### src/rtl/fp_div_queue_pkg.sv
// Shared definitions for the queued FP divider: default widths, operand/result
// class encodings, FSM state encoding and the special-operand resolver.
package fp_div_queue_pkg;

  localparam int MANT_W_DEF = 53;
  localparam int SP_W_DEF   = 24;
  localparam int EXP_W_DEF  = 11;
  localparam int DEPTH_DEF  = 4;
  localparam int TAG_W_DEF  = 2;

  localparam logic [2:0] FLG_NORM = 3'b000;
  localparam logic [2:0] FLG_ZERO = 3'b001;
  localparam logic [2:0] FLG_INF  = 3'b010;
  localparam logic [2:0] FLG_NAN  = 3'b100;

  typedef enum logic [1:0] {
    ST_IDLE = 2'd0,
    ST_LOAD = 2'd1,
    ST_ITER = 2'd2,
    ST_NORM = 2'd3
  } state_e;

  // A "normal" operand whose mantissa is zero is resolved as a zero.
  function automatic logic [2:0] resolve_special(input logic [2:0] fa, input logic [2:0] fb,
                                                 input logic a_mzero, input logic b_mzero);
    logic a_nan, a_inf, a_zero, b_nan, b_inf, b_zero;
    a_nan  = (fa == FLG_NAN);
    a_inf  = (fa == FLG_INF);
    a_zero = (fa == FLG_ZERO) || ((fa == FLG_NORM) && a_mzero);
    b_nan  = (fb == FLG_NAN);
    b_inf  = (fb == FLG_INF);
    b_zero = (fb == FLG_ZERO) || ((fb == FLG_NORM) && b_mzero);
    if (a_nan || b_nan || (a_zero && b_zero) || (a_inf && b_inf))
      resolve_special = FLG_NAN;
    else if (a_inf || b_zero)
      resolve_special = FLG_INF;
    else if (a_zero || b_inf)
      resolve_special = FLG_ZERO;
    else
      resolve_special = FLG_NORM;
  endfunction

endpackage

### src/rtl/fp_div_queue_if.sv
// Request and result handshake bundle between the issue logic and the divider queue.
interface fp_div_queue_if #(
  parameter int MANT_W = fp_div_queue_pkg::MANT_W_DEF,
  parameter int EXP_W  = fp_div_queue_pkg::EXP_W_DEF,
  parameter int TAG_W  = fp_div_queue_pkg::TAG_W_DEF
) ();

  logic              in_valid;
  logic              in_ready;
  logic [TAG_W-1:0]  in_tag;
  logic [MANT_W-1:0] in_a;
  logic [MANT_W-1:0] in_b;
  logic [EXP_W-1:0]  exp_a;
  logic [EXP_W-1:0]  exp_b;
  logic              sgn_a;
  logic              sgn_b;
  logic              mode;
  logic [2:0]        flg_a;
  logic [2:0]        flg_b;

  logic              out_valid;
  logic              out_ready;
  logic [TAG_W-1:0]  out_tag;
  logic [MANT_W-1:0] out_res;
  logic [EXP_W-1:0]  out_exp;
  logic              out_sgn;
  logic [2:0]        out_flg;

  modport master (
    output in_valid, in_tag, in_a, in_b, exp_a, exp_b, sgn_a, sgn_b, mode, flg_a, flg_b,
    output out_ready,
    input  in_ready, out_valid, out_tag, out_res, out_exp, out_sgn, out_flg
  );

  modport slave (
    input  in_valid, in_tag, in_a, in_b, exp_a, exp_b, sgn_a, sgn_b, mode, flg_a, flg_b,
    input  out_ready,
    output in_ready, out_valid, out_tag, out_res, out_exp, out_sgn, out_flg
  );

endinterface

### src/rtl/fp_div_queue_div_iter_core.sv
// Restoring radix-2 divider: one quotient bit per cycle for n_iter cycles after start.
// done_o flags the final iteration; q_o is complete on the following cycle.
module div_iter_core #(
  parameter int W     = 53,
  parameter int CNT_W = $clog2(W + 2)
) (
  input  logic             clk,
  input  logic             rst_n,
  input  logic             start_i,
  input  logic [CNT_W-1:0] n_iter_i,
  input  logic [W-1:0]     a_i,
  input  logic [W-1:0]     b_i,
  output logic             done_o,
  output logic [W:0]       q_o
);

  logic [W:0]       r_q, r_d;
  logic [W:0]       q_q, q_d;
  logic [W-1:0]     b_q;
  logic [CNT_W-1:0] cnt_q;
  logic             ge;
  logic [W:0]       sel;

  always_comb begin
    ge  = (r_q >= {1'b0, b_q});
    sel = ge ? (r_q - {1'b0, b_q}) : r_q;
    r_d = sel << 1;
    q_d = {q_q[W-1:0], ge};
  end

  always_ff @(posedge clk or negedge rst_n) begin
    if (!rst_n) begin
      r_q   <= '0;
      q_q   <= '0;
      b_q   <= '0;
      cnt_q <= '0;
    end else if (start_i) begin
      r_q   <= {1'b0, a_i};
      q_q   <= '0;
      b_q   <= b_i;
      cnt_q <= n_iter_i;
    end else if (cnt_q != '0) begin
      r_q   <= r_d;
      q_q   <= q_d;
      cnt_q <= cnt_q - CNT_W'(1);
    end
  end

  assign done_o = (cnt_q == CNT_W'(1));
  assign q_o    = q_q;

endmodule

### src/rtl/fp_div_queue.sv
// Tagged FP divide queue: request FIFO feeding an in-order iterative mantissa divider
// with a registered result stage.
//   state | meaning
//   IDLE  | wait for a queued request and a free output register; pop on exit
//   LOAD  | classify operands; write special result or start the divider
//   ITER  | divider produces one quotient bit per cycle
//   NORM  | normalise quotient, write output register
module fp_div_queue import fp_div_queue_pkg::*; #(
  parameter int MANT_W = MANT_W_DEF,
  parameter int SP_W   = SP_W_DEF,
  parameter int EXP_W  = EXP_W_DEF,
  parameter int DEPTH  = DEPTH_DEF,
  parameter int TAG_W  = TAG_W_DEF
) (
  input  logic                   clk,
  input  logic                   rst_n,
  fp_div_queue_if.slave          bus,
  output logic [$clog2(DEPTH):0] count_o,
  output logic                   busy_o
);

  localparam int PTR_W = $clog2(DEPTH);
  localparam int CNT_W = $clog2(MANT_W + 2);
  localparam int LOW_W = MANT_W - SP_W;
  localparam logic [PTR_W:0]   DEPTH_C = (PTR_W + 1)'(DEPTH);
  localparam logic [CNT_W-1:0] N_DP    = CNT_W'(MANT_W + 1);
  localparam logic [CNT_W-1:0] N_SP    = CNT_W'(SP_W + 1);

  typedef struct packed {
    logic [TAG_W-1:0]  tag;
    logic [MANT_W-1:0] a;
    logic [MANT_W-1:0] b;
    logic [EXP_W-1:0]  ea;
    logic [EXP_W-1:0]  eb;
    logic              sa;
    logic              sb;
    logic              mode;
    logic [2:0]        fa;
    logic [2:0]        fb;
  } req_t;

  req_t             mem [DEPTH];
  req_t             req_in, cur_q;
  logic [PTR_W-1:0] wr_ptr_q, rd_ptr_q;
  logic [PTR_W:0]   count_q;
  logic             in_ready, push, pop;

  state_e state_q, state_d;

  logic              out_valid_q, out_sgn_q;
  logic [TAG_W-1:0]  out_tag_q;
  logic [MANT_W-1:0] out_res_q;
  logic [EXP_W-1:0]  out_exp_q;
  logic [2:0]        out_flg_q;

  logic              out_free, wr, core_start, core_done;
  logic [MANT_W-1:0] wr_res, norm_res, core_a, core_b;
  logic [EXP_W-1:0]  wr_exp, norm_exp, exp_diff;
  logic [2:0]        wr_flg, spec_flg;
  logic              a_mzero, b_mzero;
  logic [MANT_W:0]   core_q;

  assign req_in = '{tag: bus.in_tag, a: bus.in_a, b: bus.in_b, ea: bus.exp_a, eb: bus.exp_b,
                    sa: bus.sgn_a, sb: bus.sgn_b, mode: bus.mode, fa: bus.flg_a, fb: bus.flg_b};

  assign in_ready = (count_q != DEPTH_C);
  assign push     = bus.in_valid && in_ready;
  assign out_free = !out_valid_q || bus.out_ready;

  always_ff @(posedge clk) begin
    if (push) mem[wr_ptr_q] <= req_in;
  end

  always_ff @(posedge clk or negedge rst_n) begin
    if (!rst_n) begin
      wr_ptr_q <= '0;
      rd_ptr_q <= '0;
      count_q  <= '0;
      cur_q    <= '0;
    end else begin
      if (push) wr_ptr_q <= wr_ptr_q + PTR_W'(1);
      if (pop) begin
        rd_ptr_q <= rd_ptr_q + PTR_W'(1);
        cur_q    <= mem[rd_ptr_q];
      end
      case ({push, pop})
        2'b10:   count_q <= count_q + (PTR_W + 1)'(1);
        2'b01:   count_q <= count_q - (PTR_W + 1)'(1);
        default: count_q <= count_q;
      endcase
    end
  end

  // SP operands use the top SP_W bits, right-aligned into the divider.
  always_comb begin
    if (cur_q.mode) begin
      core_a  = cur_q.a;
      core_b  = cur_q.b;
      a_mzero = (cur_q.a == '0);
      b_mzero = (cur_q.b == '0);
    end else begin
      core_a  = {{LOW_W{1'b0}}, cur_q.a[MANT_W-1 -: SP_W]};
      core_b  = {{LOW_W{1'b0}}, cur_q.b[MANT_W-1 -: SP_W]};
      a_mzero = (cur_q.a[MANT_W-1 -: SP_W] == '0);
      b_mzero = (cur_q.b[MANT_W-1 -: SP_W] == '0);
    end
    spec_flg = resolve_special(cur_q.fa, cur_q.fb, a_mzero, b_mzero);
  end

  div_iter_core #(.W(MANT_W), .CNT_W(CNT_W)) u_core (
    .clk      (clk),
    .rst_n    (rst_n),
    .start_i  (core_start),
    .n_iter_i (cur_q.mode ? N_DP : N_SP),
    .a_i      (core_a),
    .b_i      (core_b),
    .done_o   (core_done),
    .q_o      (core_q)
  );

  always_comb begin
    exp_diff = cur_q.ea - cur_q.eb;
    if (cur_q.mode) begin
      if (core_q[MANT_W]) begin
        norm_res = core_q[MANT_W:1];
        norm_exp = exp_diff;
      end else begin
        norm_res = core_q[MANT_W-1:0];
        norm_exp = exp_diff - EXP_W'(1);
      end
    end else begin
      if (core_q[SP_W]) begin
        norm_res = {core_q[SP_W:1], {LOW_W{1'b0}}};
        norm_exp = exp_diff;
      end else begin
        norm_res = {core_q[SP_W-1:0], {LOW_W{1'b0}}};
        norm_exp = exp_diff - EXP_W'(1);
      end
    end
  end

  always_ff @(posedge clk or negedge rst_n) begin
    if (!rst_n) state_q <= ST_IDLE;
    else        state_q <= state_d;
  end

  always_comb begin
    state_d    = state_q;
    pop        = 1'b0;
    core_start = 1'b0;
    wr         = 1'b0;
    wr_res     = '0;
    wr_exp     = '0;
    wr_flg     = FLG_NORM;
    case (state_q)
      ST_IDLE: begin
        if ((count_q != '0) && out_free) begin
          pop     = 1'b1;
          state_d = ST_LOAD;
        end
      end
      ST_LOAD: begin
        if (spec_flg != FLG_NORM) begin
          wr      = 1'b1;
          wr_flg  = spec_flg;
          state_d = ST_IDLE;
        end else begin
          core_start = 1'b1;
          state_d    = ST_ITER;
        end
      end
      ST_ITER: begin
        if (core_done) state_d = ST_NORM;
      end
      ST_NORM: begin
        wr      = 1'b1;
        wr_res  = norm_res;
        wr_exp  = norm_exp;
        state_d = ST_IDLE;
      end
      default: state_d = ST_IDLE;
    endcase
  end

  // Only one op is in flight and it is popped only into a free register,
  // so a write never collides with a still-pending result.
  always_ff @(posedge clk or negedge rst_n) begin
    if (!rst_n) begin
      out_valid_q <= 1'b0;
      out_tag_q   <= '0;
      out_res_q   <= '0;
      out_exp_q   <= '0;
      out_sgn_q   <= 1'b0;
      out_flg_q   <= '0;
    end else if (wr) begin
      out_valid_q <= 1'b1;
      out_tag_q   <= cur_q.tag;
      out_res_q   <= wr_res;
      out_exp_q   <= wr_exp;
      out_sgn_q   <= cur_q.sa ^ cur_q.sb;
      out_flg_q   <= wr_flg;
    end else if (out_valid_q && bus.out_ready) begin
      out_valid_q <= 1'b0;
    end
  end

  assign bus.in_ready  = in_ready;
  assign bus.out_valid = out_valid_q;
  assign bus.out_tag   = out_tag_q;
  assign bus.out_res   = out_res_q;
  assign bus.out_exp   = out_exp_q;
  assign bus.out_sgn   = out_sgn_q;
  assign bus.out_flg   = out_flg_q;
  assign count_o       = count_q;
  assign busy_o        = (state_q != ST_IDLE) || (count_q != '0) || out_valid_q;

endmodule

### src/flat_wrapper.sv
// flat-port wrapper written by rule: the top's interface ports become plain ports
module fp_div_queue_flat import fp_div_queue_pkg::*;
#(
  parameter int MANT_W = MANT_W_DEF,
  parameter int SP_W   = SP_W_DEF,
  parameter int EXP_W  = EXP_W_DEF,
  parameter int DEPTH  = DEPTH_DEF,
  parameter int TAG_W  = TAG_W_DEF
)
  (clk, rst_n, count_o, busy_o, bus_in_valid, bus_in_tag, bus_in_a, bus_in_b, bus_exp_a, bus_exp_b, bus_sgn_a, bus_sgn_b, bus_mode, bus_flg_a, bus_flg_b, bus_out_ready, bus_in_ready, bus_out_valid, bus_out_tag, bus_out_res, bus_out_exp, bus_out_sgn, bus_out_flg);
  fp_div_queue_if #(.MANT_W(MANT_W), .EXP_W(EXP_W), .TAG_W(TAG_W)) bus_i ();
  input  logic clk;
  input  logic rst_n;
  output logic [$clog2(DEPTH):0] count_o;
  output logic busy_o;
  input wire logic [$bits(bus_i.in_valid)-1:0] bus_in_valid;
  input wire logic [$bits(bus_i.in_tag)-1:0] bus_in_tag;
  input wire logic [$bits(bus_i.in_a)-1:0] bus_in_a;
  input wire logic [$bits(bus_i.in_b)-1:0] bus_in_b;
  input wire logic [$bits(bus_i.exp_a)-1:0] bus_exp_a;
  input wire logic [$bits(bus_i.exp_b)-1:0] bus_exp_b;
  input wire logic [$bits(bus_i.sgn_a)-1:0] bus_sgn_a;
  input wire logic [$bits(bus_i.sgn_b)-1:0] bus_sgn_b;
  input wire logic [$bits(bus_i.mode)-1:0] bus_mode;
  input wire logic [$bits(bus_i.flg_a)-1:0] bus_flg_a;
  input wire logic [$bits(bus_i.flg_b)-1:0] bus_flg_b;
  input wire logic [$bits(bus_i.out_ready)-1:0] bus_out_ready;
  output wire logic [$bits(bus_i.in_ready)-1:0] bus_in_ready;
  output wire logic [$bits(bus_i.out_valid)-1:0] bus_out_valid;
  output wire logic [$bits(bus_i.out_tag)-1:0] bus_out_tag;
  output wire logic [$bits(bus_i.out_res)-1:0] bus_out_res;
  output wire logic [$bits(bus_i.out_exp)-1:0] bus_out_exp;
  output wire logic [$bits(bus_i.out_sgn)-1:0] bus_out_sgn;
  output wire logic [$bits(bus_i.out_flg)-1:0] bus_out_flg;
  assign bus_i.in_valid = bus_in_valid;
  assign bus_i.in_tag = bus_in_tag;
  assign bus_i.in_a = bus_in_a;
  assign bus_i.in_b = bus_in_b;
  assign bus_i.exp_a = bus_exp_a;
  assign bus_i.exp_b = bus_exp_b;
  assign bus_i.sgn_a = bus_sgn_a;
  assign bus_i.sgn_b = bus_sgn_b;
  assign bus_i.mode = bus_mode;
  assign bus_i.flg_a = bus_flg_a;
  assign bus_i.flg_b = bus_flg_b;
  assign bus_i.out_ready = bus_out_ready;
  assign bus_in_ready = bus_i.in_ready;
  assign bus_out_valid = bus_i.out_valid;
  assign bus_out_tag = bus_i.out_tag;
  assign bus_out_res = bus_i.out_res;
  assign bus_out_exp = bus_i.out_exp;
  assign bus_out_sgn = bus_i.out_sgn;
  assign bus_out_flg = bus_i.out_flg;
  fp_div_queue #(.MANT_W(MANT_W), .SP_W(SP_W), .EXP_W(EXP_W), .DEPTH(DEPTH), .TAG_W(TAG_W)) u_core (.clk(clk), .rst_n(rst_n), .bus(bus_i), .count_o(count_o), .busy_o(busy_o));
endmodule
### config.mk
export PLATFORM = sky130hd
export DESIGN_NAME = fp_div_queue_flat
export DESIGN_NICKNAME = d
export VERILOG_FILES = /design/src/rtl/fp_div_queue_pkg.sv /design/src/rtl/fp_div_queue_if.sv /design/src/rtl/fp_div_queue_div_iter_core.sv /design/src/rtl/fp_div_queue.sv /design/src/flat_wrapper.sv
export SDC_FILE = /design/constraint.sdc
export NUM_CORES = 1
export LEC_CHECK = 0
export ABC_AREA = 1
export CORE_MARGIN = 3
export CORE_UTILIZATION = 23
export CTS_BUF_LIST = sky130_fd_sc_hd__clkbuf_8
export DETAILED_ROUTE_END_ITERATION = 6
export PLACE_DENSITY = 0.41
export RECOVER_POWER = 100
export REMOVE_ABC_BUFFERS = 1
export SYNTH_ARGS = -nofsm -noshare
export SYNTH_HDL_FRONTEND = slang
export SYNTH_SLANG_ARGS = --single-unit
### constraint.sdc
create_clock -name clk -period 10.28 [get_ports clk]
set_input_delay 3.084 -clock clk [delete_from_list [all_inputs] [get_ports clk]]
set_output_delay 3.084 -clock clk [all_outputs]
set_load 0.01 [all_outputs]
==> results.yml <==
outcome:
  status: "finished, violations left"
  violations: "max-capacitance violations, max-slew violations"
yosys:
  syn_area_per_cell_sq_um: 9.024
  synth-seq-cells: 942
  synth_edf_count: 556
  syn_inst: 4865
  async_reset_ff_share_pct: 40.98
  synth_compound_area_share_pct: 9.861
  yosys-top-cells-area: "edfxtp_1 (38%), dfrtp_1 (22%), nand2_1 (13%)"
  synth_fa_ha_area_share_pct: 2.160
  synth_area_sq_um: 43900
  ys_warn_count: 0
  yosys.area.top_type_share_pct: 38.03
  synthXorXnorAreaFrac_pct: 0.8778
  synth_top_family_by_area: "simple AND/OR/NAND/NOR gates"
  synthMuxAreaShare_pct: 0
  ys_seq_area_share_pct: 60.04
  yosysTopAreaCell: "edfxtp_1"
  yosysUniqueCellTypes: 41
  yosys.area_share.simple_pct: 20.38
  synthFlopType: "edfxtp_1"
timing:
  max-slew-margin-rel_pct: -129.8
  holdWs_ps: 461.8
  fmax_mhz: 140.0
  worst_slew_pin_slew_ps: 3448
  hold_viol: 0
  setup_slack_ps: 3139
  finalSetupViolations: 0
  rsz0062_at_grt: "no"
  fin_setup_tns_ps: 0
  fin_skew_ps: 45.58
  finalCritPeriodShare_pct: 69.47
  slew_viol_final: 479
  fin_crit_ps: 7141
floorplanning:
  fp.dieArea_sq_um: 196100
  die_h_um: 442.9
  coreArea_sq_um: 188800
  die_x_um: 442.9
  io_pins: 219
  std_cell_rows: 159
  initial_core_util_pct: 23.25
drt:
  vias_per_cell: 4.357
  antenna_left: 0
  drt_wl_total_um: 144100
  dr.pass1.iters: 6
  vias: 33630
  wl_per_cell_um: 18.67
  drtIter0Drc: 1896
  drc: 0
cells_and_area:
  fin_area_sq_um: 51950
  fin_util_pct: 27.52
  fin_cells: 7719
  fin_nets: 5286
  layout_common_cells: "nand2_1 (1524), inv_1 (592), edfxtp_1 (556), nor2_1 (494), o21ai_0 (456)"
  drive_gt1_share_pct: 5.144
  syn_to_final_growth_pct: 18.34
  final_common_cell: "nand2_1"
clock_network:
  numCtsBuffers: 168
  cts_tree: "built"
  clockRootBuffer: "clkbuf_8"
  ctsHtreeMaxLevel: 4
  cts_resized: 0
  cts_buffer_depth: 3
  cts.sinks: 942
  hold_buffers: 0
  postCtsSetupBuffers: 0
  clk_latency_ps: 910
  path_clk_slew_ps: 50
job:
  maxCapViolCount: 10
global_routing:
  track_usage_pct: 14.47
  grt_overflow: 0
  grtUsageMet2_pct: 24.14
  use_met1_pct: 19.15
  antenna_found_initial: 40
  grt.busiest_layer: "met2"
  grt_use_met3_pct: 2.769
  grt_pass1_vias: 33620
  grt_max_degree: 177
  grt_pass1_wl_um: 217600
pwr:
  swShare_pct: 46.46
  p_seq_share_pct: 32.6
  pwr_density_cell_nw_per_um2: 347.8
  vdd_drop_max_v: 0.0001507
  total_power_mw: 18.07
  internal-power_mw: 9.675
  cellLeakagePower_nw: 22.53
  power_switching_mw: 8.395
  power_frac_clock_pct: 18.9
  combPwrFrac_pct: 48.5
critical_path:
  cp-start-kind: "primary input"
  r2r-start: "u_core.cur_q[6]"
  worstPathArrival_ps: 7910
  path_max_fanout: 51
  crit_slowest_cell: "clkinvlp_2"
  cp-end-kind: "flip-flop"
  critPathKind: "primary input to flip-flop"
  startpoint: "bus_out_ready"
  cp.required_ps: 11040
  max_stage_delay_ps: 1410
  crit_chain: "dlygate4sd3_1 > nor2_1 > nor4_2 > clkbuf_1 > clkinvlp_2 > clkbuf_1 > nor2_1 > xor2_1"
placement:
  dp_cells: 7394
  port_buffers: 218
  place_area_sq_um: 48750
  gp_congestion: 0.9302
  dp_hpwl_um: 96760
  dp_slack_ps: 4403
hold_path:
  min-delay-start: "u_core.bus.out_res[41]"
  min_path_type: "flip-flop to flip-flop"
state kept, by name, summed over array words and instances (netlist names), named ones only:
register	cells
u_core.bus.out_exp	11
u_core.bus.out_flg	3
u_core.bus.out_res	53
u_core.bus.out_sgn	1
u_core.bus.out_tag	2
u_core.bus.out_valid	1
u_core.count_o	3
u_core.cur_q	139
u_core.mem	556
u_core.rd_ptr_q	2
u_core.state_q	1
u_core.u_core.b_q	53
u_core.u_core.cnt_q	6
u_core.u_core.q_o	54
u_core.u_core.r_q	54
u_core.wr_ptr_q	2
final timing paths:
path	cells after the start	slack, ps	to
setup / recovery	8	3140	u_core.rd_ptr_q[1]
hold / removal	2	460	u_core.bus.out_res[41]
setup reg to reg	9	3150	u_core.u_core.r_q[0]
hold reg to reg	2	460	u_core.bus.out_res[41]
max in group asynchronous	3	4270	u_core.cur_q[44]
min in group asynchronous	1	3330	u_core.bus.out_res[16]
cell families (layout without fill, tap and decap cells):
group,after synthesis,in the layout
AO/OA/AOI/OAI,794,794
XOR/XNOR,44,44
adder cells (fa/ha/maj),74,74
buffers and inverters,757,1102
flip-flops,942,942
other,0,14
AND/OR/NAND/NOR,2254,2254
synth_stat cells, types with 3 or more instances:
cell type / n
nand2_1: 1524
edfxtp_1: 556
inv_1: 523
nor2_1: 492
o21ai_0: 453
dfrtp_1: 386
o22ai_1: 258
clkbuf_1: 167
nand3_1: 102
nand4_1: 89
a21oi_1: 71
ha_1: 71
buf_2: 40
xor2_1: 31
nor3_1: 20
xnor2_1: 13
buf_1: 11
buf_4: 7
nand3b_1: 7
inv_2: 5
o21ai_1: 4
a21o_1: 3
and2_1: 3
fa_1: 3
nand3_2: 3
nor2_2: 3
per-layer routing:
layer	part of all wire [%]	wire length [um]	up-vias
met3	4.5	6471	207
met1	46	66530	16250
li1	-	-	16530
met4	2.0	2814	26
met5	0.12	167	-
met2	47	68110	624
critical path, delay by kind of cell:
family	cells	cell delay, ps
buf+inv	4	3870
simple gates	3	740
xor+xnor	1	110
layout make-up:
cell class,instances,area (sq um)
Clock inverter,126,726.9
Timing Repair Buffer,261,2545
Antenna cell,14,35.03
Inverter,530,2001
Tap cell,2495,3122
Fill cell,20240,136800
Clock buffer,185,2546
Multi-Input combinational cell,3166,14610
Sequential cell,942,26360
power groups by stage:
stage               Sequential, mW  Combinational (mW)  Clock (mW)
CTS                           5.89                9.00        3.58
global route                  6.01                10.0        3.74
detailed placement            5.95                8.97           0
floorplan                     5.97                5.91           0
finish                        5.89                8.77        3.41
global placement              5.95                8.95           0
No activity file was read; power rests on OpenSTA's default activity.
